<file path="src/rtl/fifo_wr_ctrl_if.sv">
// ---------------------------------------------------------------------------
// fifo_wr_ctrl_if : write-side bus of an asynchronous FIFO.
//   master : producer/testbench side (drives wr_req, rd_ptr_gray)
//   slave  : fifo_wr_ctrl side (drives strobe, address, pointer and flags)
// Signals:
//   wr_req       producer write request, one entry per cycle
//   rd_ptr_gray  read pointer (Gray) from the read clock domain
//   wr_en        memory write strobe
//   wr_addr      memory write address
//   wr_ptr_gray  registered Gray write pointer to the read domain
//   full         registered full flag
//   wr_count     registered write-side fill level
//   almost_full  registered almost-full flag
// ---------------------------------------------------------------------------
interface fifo_wr_ctrl_if #(
   parameter int ADDR_WIDTH = 6
);
   logic                  wr_req;
   logic [ADDR_WIDTH:0]   rd_ptr_gray;
   logic                  wr_en;
   logic [ADDR_WIDTH-1:0] wr_addr;
   logic [ADDR_WIDTH:0]   wr_ptr_gray;
   logic                  full;
   logic [ADDR_WIDTH:0]   wr_count;
   logic                  almost_full;

   modport master (
      output wr_req, rd_ptr_gray,
      input  wr_en, wr_addr, wr_ptr_gray, full, wr_count, almost_full
   );

   modport slave (
      input  wr_req, rd_ptr_gray,
      output wr_en, wr_addr, wr_ptr_gray, full, wr_count, almost_full
   );
endinterface

</file>
<file path="src/rtl/fifo_wr_ctrl.sv">
// ---------------------------------------------------------------------------
// fifo_wr_ctrl : write-domain pointer/flag controller of an async FIFO.
//   Keeps a binary write pointer, exports it in Gray code, synchronises the
//   read Gray pointer with two flops and derives registered full, fill level
//   and (optionally) almost-full flags.
// Ports:
//   wr_clk    write clock, rising edge
//   wr_rst_n  asynchronous active-low reset
//   bus       fifo_wr_ctrl_if.slave (see interface file for signals)
// Parameters:
//   ADDR_WIDTH          address width, depth = 2**ADDR_WIDTH
//   ALMOST_FULL_THRESH  free-entry count at/below which almost_full asserts
// Build option:
//   FIFO_WR_ALMOST_FULL_EN  when defined, almost_full logic is built;
//                           otherwise almost_full is tied to 0.
// ---------------------------------------------------------------------------
module fifo_wr_ctrl #(
   parameter int ADDR_WIDTH         = 6,
   parameter int ALMOST_FULL_THRESH = 4
) (
   input  logic             wr_clk,
   input  logic             wr_rst_n,
   fifo_wr_ctrl_if.slave    bus
);
   localparam int AW = ADDR_WIDTH;

   logic [AW:0] r_wbin;
   logic [AW:0] r_rq1;
   logic [AW:0] r_rq2;
   logic [AW:0] r_wptr_gray;
   logic [AW:0] r_count;
   logic        r_full;

   logic        w_wr_go;
   logic [AW:0] w_wbin_next;
   logic [AW:0] w_gray_next;
   logic [AW:0] w_full_match;
   logic [AW:0] w_rq2_bin;
   logic [AW:0] w_count_next;
   logic        w_full_next;

   function automatic logic [AW:0] gray2bin(input logic [AW:0] g);
      logic [AW:0] b;
      b[AW] = g[AW];
      for (int i = AW - 1; i >= 0; i--) begin
         b[i] = b[i+1] ^ g[i];
      end
      return b;
   endfunction

   // Gate with reset so the strobe is quiet while reset is held.
   assign w_wr_go      = bus.wr_req & ~r_full & wr_rst_n;
   assign w_wbin_next  = r_wbin + {{AW{1'b0}}, w_wr_go};
   assign w_gray_next  = (w_wbin_next >> 1) ^ w_wbin_next;
   // Writer is one full lap ahead of the reader: top two Gray bits differ.
   assign w_full_match = {~r_rq2[AW:AW-1], r_rq2[AW-2:0]};
   assign w_full_next  = (w_gray_next == w_full_match);
   assign w_rq2_bin    = gray2bin(r_rq2);
   assign w_count_next = w_wbin_next - w_rq2_bin;

   always_ff @(posedge wr_clk or negedge wr_rst_n) begin
      if (!wr_rst_n) begin
         r_wbin      <= '0;
         r_rq1       <= '0;
         r_rq2       <= '0;
         r_wptr_gray <= '0;
         r_count     <= '0;
         r_full      <= 1'b0;
      end else begin
         r_rq1       <= bus.rd_ptr_gray;
         r_rq2       <= r_rq1;
         r_wbin      <= w_wbin_next;
         r_wptr_gray <= w_gray_next;
         r_count     <= w_count_next;
         r_full      <= w_full_next;
      end
   end

   assign bus.wr_en       = w_wr_go;
   assign bus.wr_addr     = r_wbin[AW-1:0];
   assign bus.wr_ptr_gray = r_wptr_gray;
   assign bus.full        = r_full;
   assign bus.wr_count    = r_count;

`ifdef FIFO_WR_ALMOST_FULL_EN
   localparam logic [AW:0] DEPTH_W  = (AW+1)'(1) << AW;
   localparam logic [AW:0] THRESH_W = (AW+1)'(ALMOST_FULL_THRESH);

   logic        r_almost_full;
   logic [AW:0] w_free_next;

   // wr_count never exceeds the depth, so this cannot wrap.
   assign w_free_next = DEPTH_W - w_count_next;

   always_ff @(posedge wr_clk or negedge wr_rst_n) begin
      if (!wr_rst_n) begin
         r_almost_full <= 1'b0;
      end else begin
         r_almost_full <= (w_free_next <= THRESH_W);
      end
   end

   assign bus.almost_full = r_almost_full;
`else
   assign bus.almost_full = 1'b0;
`endif

endmodule

</file>
<file path="src/flat_wrapper.sv">
// flat-port wrapper written by rule: the top's interface ports become plain ports
module fifo_wr_ctrl_flat 
#(
   parameter int ADDR_WIDTH         = 6,
   parameter int ALMOST_FULL_THRESH = 4
)
  (wr_clk, wr_rst_n, bus_wr_req, bus_rd_ptr_gray, bus_wr_en, bus_wr_addr, bus_wr_ptr_gray, bus_full, bus_wr_count, bus_almost_full);
  fifo_wr_ctrl_if #(.ADDR_WIDTH(ADDR_WIDTH)) bus_i ();
  input  logic wr_clk;
  input  logic wr_rst_n;
  input wire logic [$bits(bus_i.wr_req)-1:0] bus_wr_req;
  input wire logic [$bits(bus_i.rd_ptr_gray)-1:0] bus_rd_ptr_gray;
  output wire logic [$bits(bus_i.wr_en)-1:0] bus_wr_en;
  output wire logic [$bits(bus_i.wr_addr)-1:0] bus_wr_addr;
  output wire logic [$bits(bus_i.wr_ptr_gray)-1:0] bus_wr_ptr_gray;
  output wire logic [$bits(bus_i.full)-1:0] bus_full;
  output wire logic [$bits(bus_i.wr_count)-1:0] bus_wr_count;
  output wire logic [$bits(bus_i.almost_full)-1:0] bus_almost_full;
  assign bus_i.wr_req = bus_wr_req;
  assign bus_i.rd_ptr_gray = bus_rd_ptr_gray;
  assign bus_wr_en = bus_i.wr_en;
  assign bus_wr_addr = bus_i.wr_addr;
  assign bus_wr_ptr_gray = bus_i.wr_ptr_gray;
  assign bus_full = bus_i.full;
  assign bus_wr_count = bus_i.wr_count;
  assign bus_almost_full = bus_i.almost_full;
  fifo_wr_ctrl #(.ADDR_WIDTH(ADDR_WIDTH), .ALMOST_FULL_THRESH(ALMOST_FULL_THRESH)) u_core (.wr_clk(wr_clk), .wr_rst_n(wr_rst_n), .bus(bus_i));
endmodule
</file>
<file path="config.mk">
export PLATFORM = sky130hd
export DESIGN_NAME = fifo_wr_ctrl_flat
export DESIGN_NICKNAME = d
export VERILOG_FILES = /design/src/rtl/fifo_wr_ctrl_if.sv /design/src/rtl/fifo_wr_ctrl.sv /design/src/flat_wrapper.sv
export SDC_FILE = /design/constraint.sdc
export NUM_CORES = 1
export LEC_CHECK = 0
export ABC_CLOCK_PERIOD_IN_PS = 5800
export CAP_MARGIN = 20
export CORE_ASPECT_RATIO = 0.75
export CORE_UTILIZATION = 30
export DETAILED_ROUTE_END_ITERATION = 6
export PLACE_DENSITY = 0.52
export SKIP_LAST_GASP = 1
export SLEW_MARGIN = 0
export SYNTH_ARGS = -nofsm -noshare
export SYNTH_HDL_FRONTEND = slang
export SYNTH_SLANG_ARGS = --single-unit
</file>
<file path="constraint.sdc">
create_clock -name wr_clk -period 5.8 [get_ports wr_clk]
set_clock_uncertainty 0.2 [all_clocks]
set_input_delay 1.16 -clock wr_clk [delete_from_list [all_inputs] [get_ports wr_clk]]
set_output_delay 1.16 -clock wr_clk [all_outputs]
set_load 0.05 [all_outputs]
</file>
==> results of run 1 <==
[metal layers]
layer / up-vias / wire length [um]
li1: 478 / -
met5: - / 0
met1: 486 / 1460
met3: 5 / 175
met2: 28 / 1310
met4: 0 / 29
[critical path, cell delays in order]
cell	delay (ps)
clkdlybuf4s50_1	480
nand2_1	60
nor2_1	130
ha_1	230
ha_1	310
nand3_1	150
xor2_1	340
inv_1	160
ha_1	270
or4_1	560
o211ai_2	90
a211oi_2	50
[logic make-up (layout without fill, tap and decap cells)]
logic type               Yosys count  in the layout  share of synthesized area
AO/OA/AOI/OAI                     13             13                     0.0645
XOR/XNOR                          32             32                      0.208
adder cells (fa/ha/maj)           10             10                     0.0772
buffers and inverters              9             46                     0.0405
flip-flops                        35             35                      0.525
multiplexers                       1              1                    0.00675
other                              1              1                    0.00225
AND/OR/NAND/NOR                   23             23                     0.0765
[metrics by stage]
step | hold slack (ps) | utilization
after floorplan | 131 | -
after CTS | 153 | 0.396
after detailed placement | 138 | 0.380
after global routing | 159 | 0.396
after global placement | 131 | 0.380
final | 151 | 0.396
[cell usage in the layout (no fill, tap or decap), types with 2 or more instances in the layout]
cell | Yosys | layout
and2_1 | 2 | 2
clkbuf_1 | 0 | 2
nor3b_1 | 2 | 2
nand3_1 | 3 | 3
nor3_1 | 4 | 4
nor2_1 | 3 | 3
xor2_1 | 9 | 9
o21ai_0 | 2 | 2
xnor2_1 | 18 | 18
dfrtp_1 | 35 | 35
a21oi_1 | 2 | 2
ha_1 | 7 | 7
nand4_1 | 2 | 2
a21o_1 | 2 | 2
nand2_1 | 2 | 2
clkdlybuf4s50_1 | 0 | 31
clkbuf_8 | 0 | 5
o211ai_1 | 2 | 2
xor2_2 | 2 | 2
inv_1 | 6 | 6
[cell type report]
type                       instances  area (um2)
inverter                           6        22.5
multi-input combinational         80         726
clock inverter                     1        5.00
timing repair buffer              32         318
clock buffer                       7        76.3
sequential                        35         876
tap                               75        93.8
fill                             538        3240
[power groups by stage]
| stage | clock [uW] | sequential (uW) | combinational, uW |
|---|---|---|---|
| after global routing | 182 | 380 | 814 |
| after detailed placement | 0 | 374 | 760 |
| final | 164 | 370 | 756 |
| after floorplan | 0 | 582 | 368 |
| after global placement | 0 | 372 | 756 |
| after CTS | 171 | 372 | 765 |
[path summary, 6_finish.rpt]
check	start	end	slack, ps	cells past startpoint
worst max-delay path	wr_rst_n	u_core.bus.wr_count[6]$_DFF_PN0_	1740	12
worst min-delay path	u_core.r_rq1[0]$_DFF_PN0_	u_core.r_rq2[0]$_DFF_PN0_	150	0
worst max register to register	u_core.r_rq2[6]$_DFF_PN0_	u_core.bus.wr_count[5]$_DFF_PN0_	2300	12
worst min register to register	u_core.r_rq1[0]$_DFF_PN0_	u_core.r_rq2[0]$_DFF_PN0_	150	0
max in group asynchronous	wr_rst_n	u_core.r_rq2[3]$_DFF_PN0_	3950	2
min in group asynchronous	wr_rst_n	u_core.bus.wr_ptr_gray[4]$_DFF_PN0_	1140	2
[state kept, by name (all words and copies together), names as in the netlist]
| name | flops |
|---|---|
| u_core.bus.wr_count | 7 |
| u_core.r_rq1 | 7 |
| u_core.bus.full | 1 |
| u_core.r_rq2 | 7 |
| u_core.bus.wr_ptr_gray | 6 |
| u_core.r_wbin | 7 |
==> impl_metrics.ini, run 1 <==
[timing]
setup-tns-final_ps = 0
worst-slew-pin-transition_ps = 539
slew_headroom = 0.638
maxSlewViolCount = 0
finalCriticalPeriod_ps = 4060
setup_viol = 0
max_freq_mhz = 247
rsz0062_at_grt = false
fin_ws_ps = 1740
finalHoldViolCount = 0
finalCritPeriodShare = 0.699

[yosys]
synth_commonest_cells = dfrtp_1, xnor2_1, xor2_1
ys_warn_count = 0
yosysSeqAreaShare = 0.525
synth-edff-count = 0
yosysMostFrequentCell = dfrtp_1
syn-cell-area_um2 = 1670
synth_area_leaders = dfrtp_1, xnor2_1, ha_1
synthArstFlopShare = 1.00
synth_area_per_cell_um2 = 13.5
syn_nets = 142
synth_cell_type_count = 38
synth_top_area_frac = 0.525
yosysTopAreaCell = dfrtp_1
synth_ff_type = dfrtp_1
synthCells = 124
ys_ff_latch = 35

[power_and_ir_drop]
power.switching_uw = 594
combPwrFrac = 0.586
p_seq_frac = 0.287
p_int_uw = 696
clkPwrFrac = 0.127
power.leakage_uw = 0.000903
power-per-cell-area_nw_per_um2 = 609
p_sw_frac = 0.461
ir_worst_vdd_mv = 0.243
power_uw = 1290

[floorplanning]
die-area_um2 = 5870
start_util = 0.312
core_um2 = 5350
die_h_um = 66.6
num_io_pins = 33
die_w_um = 88.1
std_cell_rows = 23

[cells_and_area]
final_cells = 236
n_antenna_cell = 0
fin_area_um2 = 2120
nets = 178
area.growth.synth_to_final_pct = 26.8
post_route_cells_drive_above_1_share = 0.118

[placed_design]
place_congestion = 0.724
hpwl_um = 2230
placed_cells = 228
io_buffer_count = 31
placed_cell_area_um2 = 2040
post-place-ws_ps = 1430

[global_routing]
overflow = 0
met1_usage = 0.159
grt_max_degree = 36
antenna_found_initial = 0
grt_pass1_vias = 1041
grt_pass1_wl_um = 4900
grt_use_met3 = 0.0409
grtUsageTotal = 0.117
busiest_layer = met2
use_met2 = 0.169

[routing]
routed_wl_um = 2970
drtIter0Drc = 39
wl_per_cell_um = 12.6
drc_errors = 0
dr.pass1.iters = 3
via_per_inst = 4.22
vias = 997
postRouteAntennaNets = 0

[job]
drv_cap = 0

[cts]
cts_resized = 0
clockRootBuffer = clkbuf_8
cts_tree = done
cts_sinks = 35
clk_latency_ps = 280
cts_htree_levels = 2
postCtsHoldBufs = 0
cts_setup_buffers = 0
clockBufferDepth = 2
cts_buffers = 5
clk_pin_slew_ps = 70

[status]
outcome = finished clean

[worst_setup_path]
crit_type = input pin to register
end_kind = register
arrival_ps = 4010
start_kind = input pin
crit_fanout = 5
required_ps = 5750

[hold_path]
hp-class = register to register
Power figures use the tool's default switching activity.
==> run 2, diff against run 1 <==
--- a/config.mk
+++ b/config.mk
@@ -5,7 +5,7 @@
 export SDC_FILE = /design/constraint.sdc
 export NUM_CORES = 1
 export LEC_CHECK = 0
-export ABC_CLOCK_PERIOD_IN_PS = 5800
+export ABC_CLOCK_PERIOD_IN_PS = 3820
 export CAP_MARGIN = 20
 export CORE_ASPECT_RATIO = 0.75
 export CORE_UTILIZATION = 30
==> constraint.sdc (replaced) <==
create_clock -name wr_clk -period 3.82 [get_ports wr_clk]
set_clock_uncertainty 0.2 [all_clocks]
set_input_delay 0.764 -clock wr_clk [delete_from_list [all_inputs] [get_ports wr_clk]]
set_output_delay 0.764 -clock wr_clk [all_outputs]
set_load 0.05 [all_outputs]
==> impl_metrics.ini, run 2 (synthesis results as in run 1) <==
[worst_setup_path]
rr_startpoint = u_core.r_rq2[6]$_DFF_PN0_
critPathCapture = u_core.bus.wr_count[5]$_DFF_PN0_
r2r_slack_ps = 300
start_kind = register
crit_type = register to register
regToRegEndpoint = u_core.bus.wr_count[5]$_DFF_PN0_
crit_path_top_delay_cell = xnor3_2
critPathLaunch = u_core.r_rq2[6]$_DFF_PN0_
critPathTopFamily = XOR/XNOR gates
required_ps = 3830
rr_worst_depth = 12
crit_fanout = 7
arrival_ps = 3520
crit_chain = xnor3_2 > xor2_4 > xor2_2 > xor2_2 > xnor2_1 > ha_1 > inv_1 > a21o_1 > a21o_1 > maj3_1 > a21oi_1 > xnor2_1
end_kind = register
path_buf_inv = 1
cp_num_cells = 12
max_stage_delay_ps = 540

[floorplanning]
std_cell_rows = 23
core_um2 = 5350
die_w_um = 88.1
die_h_um = 66.6
num_io_pins = 33
start_util = 0.312
die-area_um2 = 5870

[cts]
cts_buffers = 5
postCtsHoldBufs = 0
clk_pin_slew_ps = 70
cts_resized = 0
cts_sinks = 35
clk_latency_ps = 280
clockRootBuffer = clkbuf_8
cts_tree = done
clockBufferDepth = 2
cts_setup_buffers = 0
cts_htree_levels = 2

[cells_and_area]
nets = 183
final_cell_mix = dfrtp_1, clkdlybuf4s50_1, xnor2_1
final_common_cell = dfrtp_1
n_antenna_cell = 0
area.growth.synth_to_final_pct = 32.5
post_route_cells_drive_above_1_share = 0.175
final_cells = 241
fin_area_um2 = 2210

[global_routing]
grt_pass1_wl_um = 5160
grtUsageTotal = 0.120
antenna_found_initial = 0
grt_pass1_vias = 1096
grt_max_degree = 36
overflow = 0

[routing]
vias = 983
postRouteAntennaNets = 0
routed_wl_um = 2960
drtIter0Drc = 45
drc_errors = 2
via_per_inst = 4.08
dr.pass1.iters = 5
wl_per_cell_um = 12.3

[status]
failed_checks = design-rule violations
outcome = complete, but fails checks

[power_and_ir_drop]
ir_worst_vdd_mv = 0.331
clkPwrFrac = 0.163
combPwrFrac = 0.568
p_seq_frac = 0.270
power-per-cell-area_nw_per_um2 = 940
power.leakage_uw = 0.000951
p_sw_frac = 0.438
p_int_uw = 1170
power.switching_uw = 911

[timing]
finalCritPeriodShare = 0.921
worst-slew-pin-transition_ps = 524
hold_ws_ps = 151
setup_viol = 0
finalHoldViolCount = 0
setup-tns-final_ps = 0
finalCriticalPeriod_ps = 3520
slew_headroom = 0.648
fin_ws_ps = 304
max_freq_mhz = 284
maxSlewViolCount = 0
rsz0062_at_grt = false

[placed_design]
place_congestion = 0.798
post-place-ws_ps = 103
placed_cell_area_um2 = 2090
placed_cells = 233
hpwl_um = 2240
io_buffer_count = 31

[job]
drv_cap = 0

[hold_path]
hp-class = register to register
## run 2: cell types whose count changed in the layout (fill, tap and decap cells not counted), sizes merged
cell,before,now
clkbuf,7,6
buf,1,7
bufinv,0,1
clkdlybuf4s50,31,30
## run 2: metrics by stage
stage / total power [uW] / utilization
floorplan: 1440 / -
global placement: 1740 / 0.390
finish: 2080 / 0.413
global route: 2220 / 0.413
detailed placement: 1750 / 0.390
CTS: 2110 / 0.412
## run 2: worst min-delay path by stage
| stage | start | endpoint | slack (ps) | cells past startpoint |
|---|---|---|---|---|
| 6_report | u_core.r_rq1[3]$_DFF_PN0_ | u_core.r_rq2[3]$_DFF_PN0_ | 150 | 0 |
| 5_1_grt | u_core.r_rq1[2]$_DFF_PN0_ | u_core.r_rq2[2]$_DFF_PN0_ | 160 | 0 |
| 4_1_cts | u_core.r_rq1[2]$_DFF_PN0_ | u_core.r_rq2[2]$_DFF_PN0_ | 150 | 0 |
| 3_5_place_dp | u_core.r_rq1[3]$_DFF_PN0_ | u_core.r_rq2[3]$_DFF_PN0_ | 140 | 0 |
| 3_3_place_gp | u_core.r_rq1[2]$_DFF_PN0_ | u_core.r_rq2[2]$_DFF_PN0_ | 130 | 0 |
| 2_1_floorplan | u_core.r_rq1[0]$_DFF_PN0_ | u_core.r_rq2[0]$_DFF_PN0_ | 130 | 0 |
## run 2: power groups by stage
stage / Sequential (uW) / Clock [uW] / Combinational [uW]
2_1_floorplan: 883 / 0 / 559
3_3_place_gp: 564 / 0 / 1180
3_5_place_dp: 568 / 0 / 1180
4_1_cts: 564 / 350 / 1190
5_1_grt: 577 / 365 / 1280
6_report: 561 / 338 / 1180
## run 2: cell type report
class                      instances  area [um2]
fill                             536        3140
tap                               75        93.8
clock inverter                     2        35.0
timing repair buffer              37         365
clock buffer                       6        82.6
sequential                        35         876
multi-input combinational         80         736
inverter                           6        22.5
## run 2: worst reg2reg max path: stages, from the launching register on
cell and delay, ps:
dfrtp_1 460, xnor3_2 540, xor2_4 250, xor2_2 270
xor2_2 260, xnor2_1 150, ha_1 160, inv_1 60
a21o_1 190, a21o_1 200, maj3_1 360, a21oi_1 180
xnor2_1 140
## run 2: layer usage
| metal | GRT usage | vias to the layer above | wire length (um) |
|---|---|---|---|
| li1 | - | 489 | - |
| met1 | 0.145 | 465 | 1440 |
| met2 | 0.196 | 24 | 1330 |
| met3 | 0.0384 | 5 | 139 |
| met4 | 0.0544 | 0 | 48 |
| met5 | 0 | - | 0 |
